File: config.mk
export PLATFORM = sky130hd
export DESIGN_NAME = ahb3lite_interconnect_slave_port
export DESIGN_NICKNAME = d
export VERILOG_FILES = /design/src/rtl/ahb3lite_pkg.sv /design/src/rtl/ahb3lite_interconnect_rr_arbiter.sv /design/src/rtl/ahb3lite_interconnect_slave_port.sv
export SDC_FILE = /design/constraint.sdc
export NUM_CORES = 1
export LEC_CHECK = 0
export ABC_CLOCK_PERIOD_IN_PS = 3700
export CORE_AREA = 2 2 157 159
export DETAILED_ROUTE_END_ITERATION = 8
export DIE_AREA = 0 0 159 161
export SYNTH_ARGS = -nofsm -noshare
export SYNTH_HDL_FRONTEND = slang
export SYNTH_SLANG_ARGS = --single-unit
File: constraint.sdc
create_clock -name HCLK -period 3.7 [get_ports HCLK]
set_input_delay 1.11 -clock HCLK [delete_from_list [all_inputs] [get_ports HCLK]]
set_output_delay 1.11 -clock HCLK [all_outputs]
set_load 0.02 [all_outputs]
File: src/rtl/ahb3lite_pkg.sv
// ---------------------------------------------------------------------------
// ahb3lite_pkg
// Shared AHB3-Lite encodings used by the interconnect blocks.
//   htrans_t : transfer type (IDLE/BUSY/NONSEQ/SEQ)
//   hburst_t : burst type
//   hresp_t  : slave response (OKAY/ERROR)
// ---------------------------------------------------------------------------
package ahb3lite_pkg;

    typedef enum logic [1:0] {
        HTRANS_IDLE   = 2'b00,
        HTRANS_BUSY   = 2'b01,
        HTRANS_NONSEQ = 2'b10,
        HTRANS_SEQ    = 2'b11
    } htrans_t;

    typedef enum logic [2:0] {
        HBURST_SINGLE = 3'b000,
        HBURST_INCR   = 3'b001,
        HBURST_WRAP4  = 3'b010,
        HBURST_INCR4  = 3'b011,
        HBURST_WRAP8  = 3'b100,
        HBURST_INCR8  = 3'b101,
        HBURST_WRAP16 = 3'b110,
        HBURST_INCR16 = 3'b111
    } hburst_t;

    typedef enum logic {
        HRESP_OKAY  = 1'b0,
        HRESP_ERROR = 1'b1
    } hresp_t;

endpackage

File: src/rtl/ahb3lite_interconnect_rr_arbiter.sv
// ---------------------------------------------------------------------------
// ahb3lite_interconnect_rr_arbiter
// Combinational arbiter: keeps only requesters at the highest requested
// priority, then picks the first of those scanning from last+1 with wrap.
//   req      in  [MASTERS]        request per master port
//   prio     in  [MASTERS][3]     priority per master port, 7 = highest
//   last     in  [IDX_W]          index of the most recent winner
//   next_idx out [IDX_W]          winner (equals last when nothing requests)
//   any_req  out                  at least one request is present
// ---------------------------------------------------------------------------
module ahb3lite_interconnect_rr_arbiter #(
    parameter int MASTERS = 3,
    parameter int IDX_W   = (MASTERS > 1) ? $clog2(MASTERS) : 1
) (
    input  logic [MASTERS-1:0] req,
    input  logic [2:0]         prio [MASTERS],
    input  logic [IDX_W-1:0]   last,
    output logic [IDX_W-1:0]   next_idx,
    output logic               any_req
);

    logic [2:0] pmax;

    // NOTE: every combinational output gets a default before any branch, so
    // no path leaves a variable unassigned and no latch is inferred.
    always_comb begin
        logic [IDX_W-1:0] kk;
        logic             found;
        int               k;

        pmax     = '0;
        next_idx = last;
        found    = 1'b0;
        kk       = '0;

        for (int i = 0; i < MASTERS; i++) begin
            kk = IDX_W'(i);
            if (req[kk] && (prio[kk] > pmax)) begin
                pmax = prio[kk];
            end
        end

        // Rotating start point gives round-robin among equal priorities.
        for (int i = 0; i < MASTERS; i++) begin
            k  = (int'(last) + 1 + i) % MASTERS;
            kk = IDX_W'(k);
            if (!found && req[kk] && (prio[kk] == pmax)) begin
                next_idx = kk;
                found    = 1'b1;
            end
        end
    end

    assign any_req = |req;

endmodule

File: src/rtl/ahb3lite_interconnect_slave_port.sv
// ---------------------------------------------------------------------------
// ahb3lite_interconnect_slave_port
// Slave side of the AHB3-Lite multi-layer switch (one instance per slave).
// Arbitrates master-port connection requests, muxes the owner's address
// phase and the data-phase owner's write data onto the slave bus, and
// broadcasts the slave response back to all master ports.
//   HCLK, HRESETn                     clock, async active-low reset
//   mstpriority/mstHSEL/mstH*         per-master-port request and bus signals
//   mstHREADY                         per-master-port bus ready
//   can_switch                        owner may release the slave
//   master_granted                    registered one-hot grant
//   mstHRDATA/mstHREADYOUT/mstHRESP   slave response, broadcast
//   HSEL..HMASTLOCK, HREADYOUT        AHB slave bus outputs
//   HRDATA, HREADY, HRESP             AHB slave bus inputs
// ---------------------------------------------------------------------------
module ahb3lite_interconnect_slave_port
    import ahb3lite_pkg::*;
#(
    parameter int HADDR_SIZE = 32,
    parameter int HDATA_SIZE = 32,
    parameter int MASTERS    = 3
) (
    input  logic                  HCLK,
    input  logic                  HRESETn,

    input  logic [2:0]            mstpriority  [MASTERS],
    input  logic [MASTERS-1:0]    mstHSEL,
    input  logic [HADDR_SIZE-1:0] mstHADDR     [MASTERS],
    input  logic [HDATA_SIZE-1:0] mstHWDATA    [MASTERS],
    input  logic [MASTERS-1:0]    mstHWRITE,
    input  logic [2:0]            mstHSIZE     [MASTERS],
    input  logic [2:0]            mstHBURST    [MASTERS],
    input  logic [3:0]            mstHPROT     [MASTERS],
    input  logic [1:0]            mstHTRANS    [MASTERS],
    input  logic [MASTERS-1:0]    mstHMASTLOCK,
    input  logic [MASTERS-1:0]    mstHREADY,
    input  logic [MASTERS-1:0]    can_switch,
    output logic [MASTERS-1:0]    master_granted,

    output logic [HDATA_SIZE-1:0] mstHRDATA,
    output logic                  mstHREADYOUT,
    output logic                  mstHRESP,

    output logic                  HSEL,
    output logic [HADDR_SIZE-1:0] HADDR,
    output logic [HDATA_SIZE-1:0] HWDATA,
    output logic                  HWRITE,
    output logic [2:0]            HSIZE,
    output logic [2:0]            HBURST,
    output logic [3:0]            HPROT,
    output logic [1:0]            HTRANS,
    output logic                  HMASTLOCK,
    output logic                  HREADYOUT,
    input  logic [HDATA_SIZE-1:0] HRDATA,
    input  logic                  HREADY,
    input  logic                  HRESP
);

    localparam int IDX_W = (MASTERS > 1) ? $clog2(MASTERS) : 1;

    logic [MASTERS-1:0] grant_q,  grant_d;
    logic [IDX_W-1:0]   last_q,   last_d;
    logic [IDX_W-1:0]   dp_sel_q, dp_sel_d;
    logic [IDX_W-1:0]   next_idx;
    logic [IDX_W-1:0]   own;
    logic               any_req;
    logic               switch_ok;

    // The round-robin pointer always records the current winner, so it
    // doubles as the address-phase owner index.
    assign own = last_q;

    ahb3lite_interconnect_rr_arbiter #(
        .MASTERS (MASTERS),
        .IDX_W   (IDX_W)
    ) u_arb (
        .req      (mstHSEL),
        .prio     (mstpriority),
        .last     (last_q),
        .next_idx (next_idx),
        .any_req  (any_req)
    );

    always_comb begin
        grant_d  = grant_q;
        last_d   = last_q;
        dp_sel_d = dp_sel_q;

        // An idle owner releases the slave unless it still asserts a lock.
        switch_ok = HREADY && (can_switch[own] ||
                               (!mstHSEL[own] && !mstHMASTLOCK[own]));

        if (switch_ok && any_req) begin
            grant_d           = '0;
            grant_d[next_idx] = 1'b1;
            last_d            = next_idx;
        end

        // Address phase completing now becomes the next data phase.
        if (HREADY) begin
            dp_sel_d = own;
        end
    end

    // NOTE: state registers use non-blocking assignments so every flop
    // samples pre-edge values, independent of process ordering.
    always_ff @(posedge HCLK or negedge HRESETn) begin
        if (!HRESETn) begin
            grant_q  <= MASTERS'(1);
            last_q   <= '0;
            dp_sel_q <= '0;
        end else begin
            grant_q  <= grant_d;
            last_q   <= last_d;
            dp_sel_q <= dp_sel_d;
        end
    end

    assign master_granted = grant_q;

    // Address phase from the granted master port.
    assign HSEL      = mstHSEL[own];
    assign HADDR     = mstHADDR[own];
    assign HWRITE    = mstHWRITE[own];
    assign HSIZE     = mstHSIZE[own];
    assign HBURST    = mstHBURST[own];
    assign HPROT     = mstHPROT[own];
    assign HMASTLOCK = mstHMASTLOCK[own];
    assign HTRANS    = mstHSEL[own] ? mstHTRANS[own] : HTRANS_IDLE;
    assign HREADYOUT = mstHREADY[own];

    // Data phase from the previous address-phase owner.
    assign HWDATA = mstHWDATA[dp_sel_q];

    // Response broadcast; the data-phase owner consumes it.
    assign mstHRDATA    = HRDATA;
    assign mstHREADYOUT = HREADY;
    assign mstHRESP     = HRESP;

endmodule

Word level (Yosys, flattened, before mapping)
Index checks and enable logic that the tools add are counted.
{ "classes": {"order_cmp": 14, "addsub": 3, "div": 3, "n_bitwise": 5, "n_eq_ne": 3, "n_mux": 54, "reduce_logical": 18} }
{ "ops": {"columns": ["cell", "count"], "rows": [
  ["binary-select mux 32 bit (select 2 bit)", 2],
  ["two-way mux 32 bit", 4],
  ["remainder unit 32 x 3 -> 32 bit (second input constant)", 3],
  ["two-way mux 3 bit", 13],
  ["adder 32 x 2 -> 32 bit (second input constant)", 1],
  ["adder 32 x 3 -> 32 bit (second input constant)", 1],
  ["binary-select mux 3 bit (select 2 bit)", 5],
  ["binary-select mux 1 bit (select 2 bit)", 8],
  ["greater-or-equal comparator 3 bit (second input constant)", 5],
  ["< comparator 2 x 3 -> 1 bit (second input constant)", 5],
  ["inverter 2 -> 3 bit", 5],
  ["logical AND 1 bit", 12],
  ["two-way mux 2 bit", 6],
  ["two-way mux 1 bit", 11],
  ["== test 3 bit", 3],
  ["binary-select mux 4 bit (select 2 bit)", 1],
  ["two-way mux 4 bit", 2],
  ["> comparator 3 bit", 2],
  ["binary-select mux 2 bit (select 2 bit)", 1],
  ["zero test 1 bit", 4],
  ["adder 2 x 1 -> 3 bit (second input constant)", 1],
  ["> comparator 3 x 1 -> 1 bit (second input constant)", 1],
  ["OR reduction 3 bit", 1],
  ["demux 1 bit (select 2 bit)", 1],
  ["2 further kinds", 2]
]} }
{ "word_totals": {"reg_bits": 7, "output_inout_bits": 117, "elab_cells": 103} }

Longest topological paths before layout
{ "logic_depth": {"depth_word": 24, "mapped_depth": 16} }

Hierarchy
A second synthesis with hierarchy kept.
{ "unflattened": {"cells_unflattened": 446, "area_unflattened_um2": 3109.2} }
{ "modules_own_cells": {"columns": ["mod", "seq_area_each_um2", "cells_per_inst", "area_per_inst_um2", "instances"], "rows": [
  ["ahb3lite_interconnect_slave_port", 176.4, 328, 2249.7, 1],
  ["ahb3lite_interconnect_rr_arbiter", 0.0, 118, 859.6, 1]
]} }

Worst setup path after synthesis
Ideal clock, no wire load.
{ "synth_path": {"kind": "input port to flip-flop", "from": "in mstHSEL[0]", "to": "reg last_q[1]", "setup_slack_ns": -0.984, "stages": 14, "n_path_buf": 0, "t_arrival_ns": 4.559, "cell_sequence": "and2_1 ha_1 and3_1 a211oi_4 mux2i_1 inv_1 ha_1 o2111ai_2 mux2i_4 mux2_2 a31oi_1 a2bb2oi_1 o21ai_2 mux2_2"} }
{ "synth_via": {"elab_chain_len": 19} }
{ "synth_rtl": {"columns": ["item", "line_no", "source"], "rows": [
  ["from (decl)", "ahb3lite_interconnect_slave_port.sv:27", "input logic [MASTERS-1:0] mstHSEL,"],
  ["logical AND 1 bit", "ahb3lite_interconnect_rr_arbiter.sv:38", "if (req[kk] && (prio[kk] > pmax)) begin"],
  ["two-way mux 3 bit", "ahb3lite_interconnect_rr_arbiter.sv:38", null],
  ["> comparator 3 bit", "ahb3lite_interconnect_rr_arbiter.sv:38", null],
  ["logical AND 1 bit", "ahb3lite_interconnect_rr_arbiter.sv:38", null],
  ["two-way mux 3 bit", "ahb3lite_interconnect_rr_arbiter.sv:38", null],
  ["> comparator 3 bit", "ahb3lite_interconnect_rr_arbiter.sv:38", null],
  ["logical AND 1 bit", "ahb3lite_interconnect_rr_arbiter.sv:38", null],
  ["two-way mux 3 bit", "ahb3lite_interconnect_rr_arbiter.sv:38", null],
  ["== test 3 bit", "ahb3lite_interconnect_rr_arbiter.sv:47", "if (!found && req[kk] && (prio[kk] == pmax)) begin"],
  ["logical AND 1 bit", "ahb3lite_interconnect_rr_arbiter.sv:47", null],
  ["two-way mux 1 bit", "ahb3lite_interconnect_rr_arbiter.sv:47", null],
  ["zero test 1 bit", "ahb3lite_interconnect_rr_arbiter.sv:47", null],
  ["logical AND 1 bit (2 in series)", "ahb3lite_interconnect_rr_arbiter.sv:47", null],
  ["two-way mux 1 bit", "ahb3lite_interconnect_rr_arbiter.sv:47", null],
  ["zero test 1 bit", "ahb3lite_interconnect_rr_arbiter.sv:47", null],
  ["logical AND 1 bit (2 in series)", "ahb3lite_interconnect_rr_arbiter.sv:47", null],
  ["two-way mux 2 bit", "ahb3lite_interconnect_rr_arbiter.sv:47", null],
  ["to (signal assigned)", "ahb3lite_interconnect_slave_port.sv:114", "last_q <= last_d;"],
  ["to (decl)", "ahb3lite_interconnect_slave_port.sv:62", "logic [IDX_W-1:0] last_q, last_d;"]
]} }
Several ways; a longest one is shown, not always the timed one. The select of a mux whose other input is x is not followed.
A chain may end at the register's enable or synchronous reset.

Final worst setup path
{ "layout_path": {"from": "in mstpriority[6] in the netlist's numbering", "to": "reg grant_q[2] (netlist: master_granted[2])"} }
{ "layout_via": {"elab_chain_len": 24} }
{ "layout_rtl": {"columns": ["item", "line_no", "source"], "rows": [
  ["from (decl)", "ahb3lite_interconnect_slave_port.sv:26", "input logic [2:0] mstpriority [MASTERS],"],
  ["> comparator 3 x 1 -> 1 bit", "ahb3lite_interconnect_rr_arbiter.sv:38", null],
  ["logical AND 1 bit", "ahb3lite_interconnect_rr_arbiter.sv:38", null],
  ["two-way mux 3 bit", "ahb3lite_interconnect_rr_arbiter.sv:38", null],
  ["> comparator 3 bit", "ahb3lite_interconnect_rr_arbiter.sv:38", null],
  ["logical AND 1 bit", "ahb3lite_interconnect_rr_arbiter.sv:38", null],
  ["two-way mux 3 bit", "ahb3lite_interconnect_rr_arbiter.sv:38", null],
  ["> comparator 3 bit", "ahb3lite_interconnect_rr_arbiter.sv:38", null],
  ["logical AND 1 bit", "ahb3lite_interconnect_rr_arbiter.sv:38", null],
  ["[... 7 more ...]", null, null],
  ["two-way mux 1 bit", "ahb3lite_interconnect_rr_arbiter.sv:47", null],
  ["zero test 1 bit", "ahb3lite_interconnect_rr_arbiter.sv:47", null],
  ["logical AND 1 bit (2 in series)", "ahb3lite_interconnect_rr_arbiter.sv:47", null],
  ["two-way mux 2 bit *", "ahb3lite_interconnect_rr_arbiter.sv:47", null],
  ["< comparator 2 x 3 -> 1 bit (implied by the code) / greater-or-equal comparator 2 x 1 -> 1 bit (equally long branches)", "ahb3lite_interconnect_slave_port.sv:95", "grant_d[next_idx] = 1'b1;"],
  ["logical AND 1 bit (implied by the code)", "ahb3lite_interconnect_slave_port.sv:95", null],
  ["two-way mux 1 bit (implied by the code)", "ahb3lite_interconnect_slave_port.sv:95", null],
  ["demux 1 bit (select 2 bit) *", "ahb3lite_interconnect_slave_port.sv:95", null],
  ["to (signal assigned)", "ahb3lite_interconnect_slave_port.sv:113", "grant_q <= grant_d;"],
  ["to (decl)", "ahb3lite_interconnect_slave_port.sv:61", "logic [MASTERS-1:0] grant_q, grant_d;"]
]} }
Every way passes the cells marked *; elsewhere a longest branch is shown, timed or not. The select of a mux whose other input is x is not followed.

==> results.sh <==
export IMPL_die_y_um=161
export IMPL_ctsHtreeMaxLevel=1
export IMPL_ys_flop_type="dfrtp_1"
export IMPL_drive_gt1_share_pct=15.6
export IMPL_ctsLongestPathBuffers=2
export IMPL_total_power_mw=4.42
export IMPL_maxSlewViolCount=0
export IMPL_grt_start_max_net_pins=49
export IMPL_die_w_um=159
export IMPL_first_pass_iters=4
export IMPL_ant_nets=0
export IMPL_overflow=0
export IMPL_setup_viol=5
export IMPL_worst_slack_ps=-737
export IMPL_syn_area_mm2=0.00302
export IMPL_synth_top_cell_by_area="mux2i_1"
export IMPL_diodes=0
export IMPL_ir_drop_mv=0.289
export IMPL_timing_fmax_mhz=225
export IMPL_ios=405
export IMPL_drc_errors=0
export IMPL_grt_pass1_wl_um=24000
export IMPL_end_kind="flop"
export IMPL_core_mm2=0.0240
export IMPL_maxSlewHeadroom_pct=20.3
export IMPL_cp_start_kind="input port"
export IMPL_period_share_pct=120
export IMPL_worstHoldPathType="flop to flop"
export IMPL_crit_type="input port to flop"
export IMPL_num_fill_cells=2599
export IMPL_ys_types=42
export IMPL_synth_top_area_share_pct=29.9
export IMPL_synth_area_per_cell_um2=6.90
export IMPL_ys_ff_latch=7
export IMPL_synth_cells=437
export IMPL_rrSetupSlack_ps=550
export IMPL_final_core_util_pct=30.0
export IMPL_route_detailed_wl_per_inst_um=14.7
export IMPL_fin_tns_setup_ps=-3460
export IMPL_via_count=4368
export IMPL_holdWs_ps=459
export IMPL_synth_most_common_cell="nand2_1"
export IMPL_worst_pin_slew_ps=1180
export IMPL_track_usage_pct=11.6
export IMPL_nets=1062
export IMPL_syn_nets=733
export IMPL_multiInputGateArea_mm2=0.00268
export IMPL_clk_latency_ps=230
export IMPL_gp_congestion=0.785
export IMPL_drt_iter0_drc=188
export IMPL_viasPerCell=4.01
export IMPL_initial_core_util_pct=12.6
export IMPL_outcome="finished, violations left"
export IMPL_grt_pass1_vias=4466
export IMPL_hold_viol_final=0
export IMPL_rsz0062_at_grt="true"
export IMPL_clk_pin_slew_ps=40
export IMPL_violations="negative setup slack"
export IMPL_hpwl_um=13200
export IMPL_maxCapViolCount=0
export IMPL_cts_root_buf="clkbuf_16"
export IMPL_crit_fanout=4
export IMPL_antenna_found_initial=0
export IMPL_yosys_warnings=0
export IMPL_cts_sink_count=7
export IMPL_ff_latch_area_um2=181
export IMPL_yosys_top_cells_area="mux2i_1 30%, o21ai_0 14%, nand2_1 12%"
export IMPL_numPortBuffers=338
export IMPL_ys_seq_area_share_pct=5.85
export IMPL_rows=57
export IMPL_pre_cts_slack_ps=-1500
export IMPL_die_area_mm2=0.0256
export IMPL_cts_tree="built"
export IMPL_synth_commonest_cells="94 x nand2_1, 90 x mux2i_1, 84 x o21ai_0"
export IMPL_crit_arrival_ps=4550
export IMPL_wl_um=16000
export IMPL_power_leakage_nw=2.90
export IMPL_ys_async_sr_fraction_pct=100
export IMPL_required_ps=3810
export IMPL_cts_buffers=3
export IMPL_p_per_area_mw_per_mm2=614
export IMPL_syn_to_final_growth_pct=139
export IMPL_finalClockSkew_ps=2.70
export IMPL_min_period_ps=4440
export IMPL_synth_edf_count=0
==> registers in the layout (all words and copies together), names as in the netlist <==
register        count
dp_sel_q            2
last_q              2
master_granted      3
==> worst max-delay path, cell delays in order <==
cell	delay [ps]
buf_6	90
and2_4	150
ha_4	140
nand3b_1	190
a211oi_4	320
mux2i_2	290
inv_2	70
ha_4	280
inv_4	40
o21ai_4	150
o2111ai_4	220
mux2i_4	290
buf_6	160
xnor2_4	120
nor4_4	340
a211oi_2	160
o21a_1	230
a22o_1	200
==> metrics by stage <==
stage / instance area (um^2) / instances
4_1_cts: 7060 / 1084
6_report: 7200 / 1089
3_3_place_gp: 6870 / 1073
3_5_place_dp: 6870 / 1073
5_1_grt: 7200 / 1089
2_1_floorplan: 3110 / 437
==> cell families (layout without fill, tap and decap cells) <==
group	count (synthesis)	in the layout	share of synthesized area, %
AOI/OAI and AO/OA	119	119	22.4
xor gates and xnor gates	10	10	3.15
adders and majority gates	8	8	3.32
buffers and inverters	76	404	13.8
DFF	7	7	5.85
muxes	98	98	34.1
and+or+nand+nor	119	119	17.4
==> timing repair <==
action,CTS,global route
buffers inserted,7,5
setup endpoints to repair,11,13
pin swaps,19,10
resized for setup,47,21
hold buffers,0,0
endpoints found under the hold margin,0,0
==> per-layer routing <==
metal / track usage [%] / vias up / wire length (um)
met3: 3.67 / 16 / 1580
met1: 12.7 / 1954 / 6070
met2: 21.6 / 250 / 8080
met4: 2.98 / 0 / 300
li1: - / 2148 / -
met5: 0 / - / 0
==> power by group <==
part           switching, mW  total, mW  internal, mW
sequential            0.0779      0.194         0.116
clock                 0.0408      0.184         0.143
combinational           2.11       4.04          1.93
==> path summary, 6_finish.rpt <==
check                             startpoint                end  cells after the start
hold reg to reg            master_granted[0]  master_granted[0]                      2
setup / recovery              mstpriority[6]  master_granted[2]                     18
min in group asynchronous            HRESETn          last_q[1]                      1
max in group asynchronous            HRESETn  master_granted[0]                      1
setup reg to reg                   last_q[1]          last_q[1]                      9
hold / removal             master_granted[0]  master_granted[0]                      2
==> layout make-up <==
type                            instances  area share (%)
Clock buffer                            4            1.10
Multi-Input combinational cell        354            37.2
Inverter                               12           0.661
Timing Repair Buffer                  388            52.9
Sequential cell                         7            2.52
Tap cell                              324            5.63
==> cell usage in the layout (no fill, tap or decap), drive strengths merged, types with 2 or more instances in the layout <==
cell type,instances
a21oi,13
nor2b,7
dfrtp,6
o21ai,87
xnor2,8
mux2,5
a2bb2oi,2
o22ai,4
buf,63
mux2i,93
inv,12
nor4,4
nor2,7
a211oi,2
nand3,3
clkbuf,4
ha,8
dlygate4sd2,4
clkdlybuf4s50,313
xor2,2
dlymetal6s2s,7
nand2,94
a31oi,3
a31o,2
Note: power is estimated with default switching activity, not from simulation.
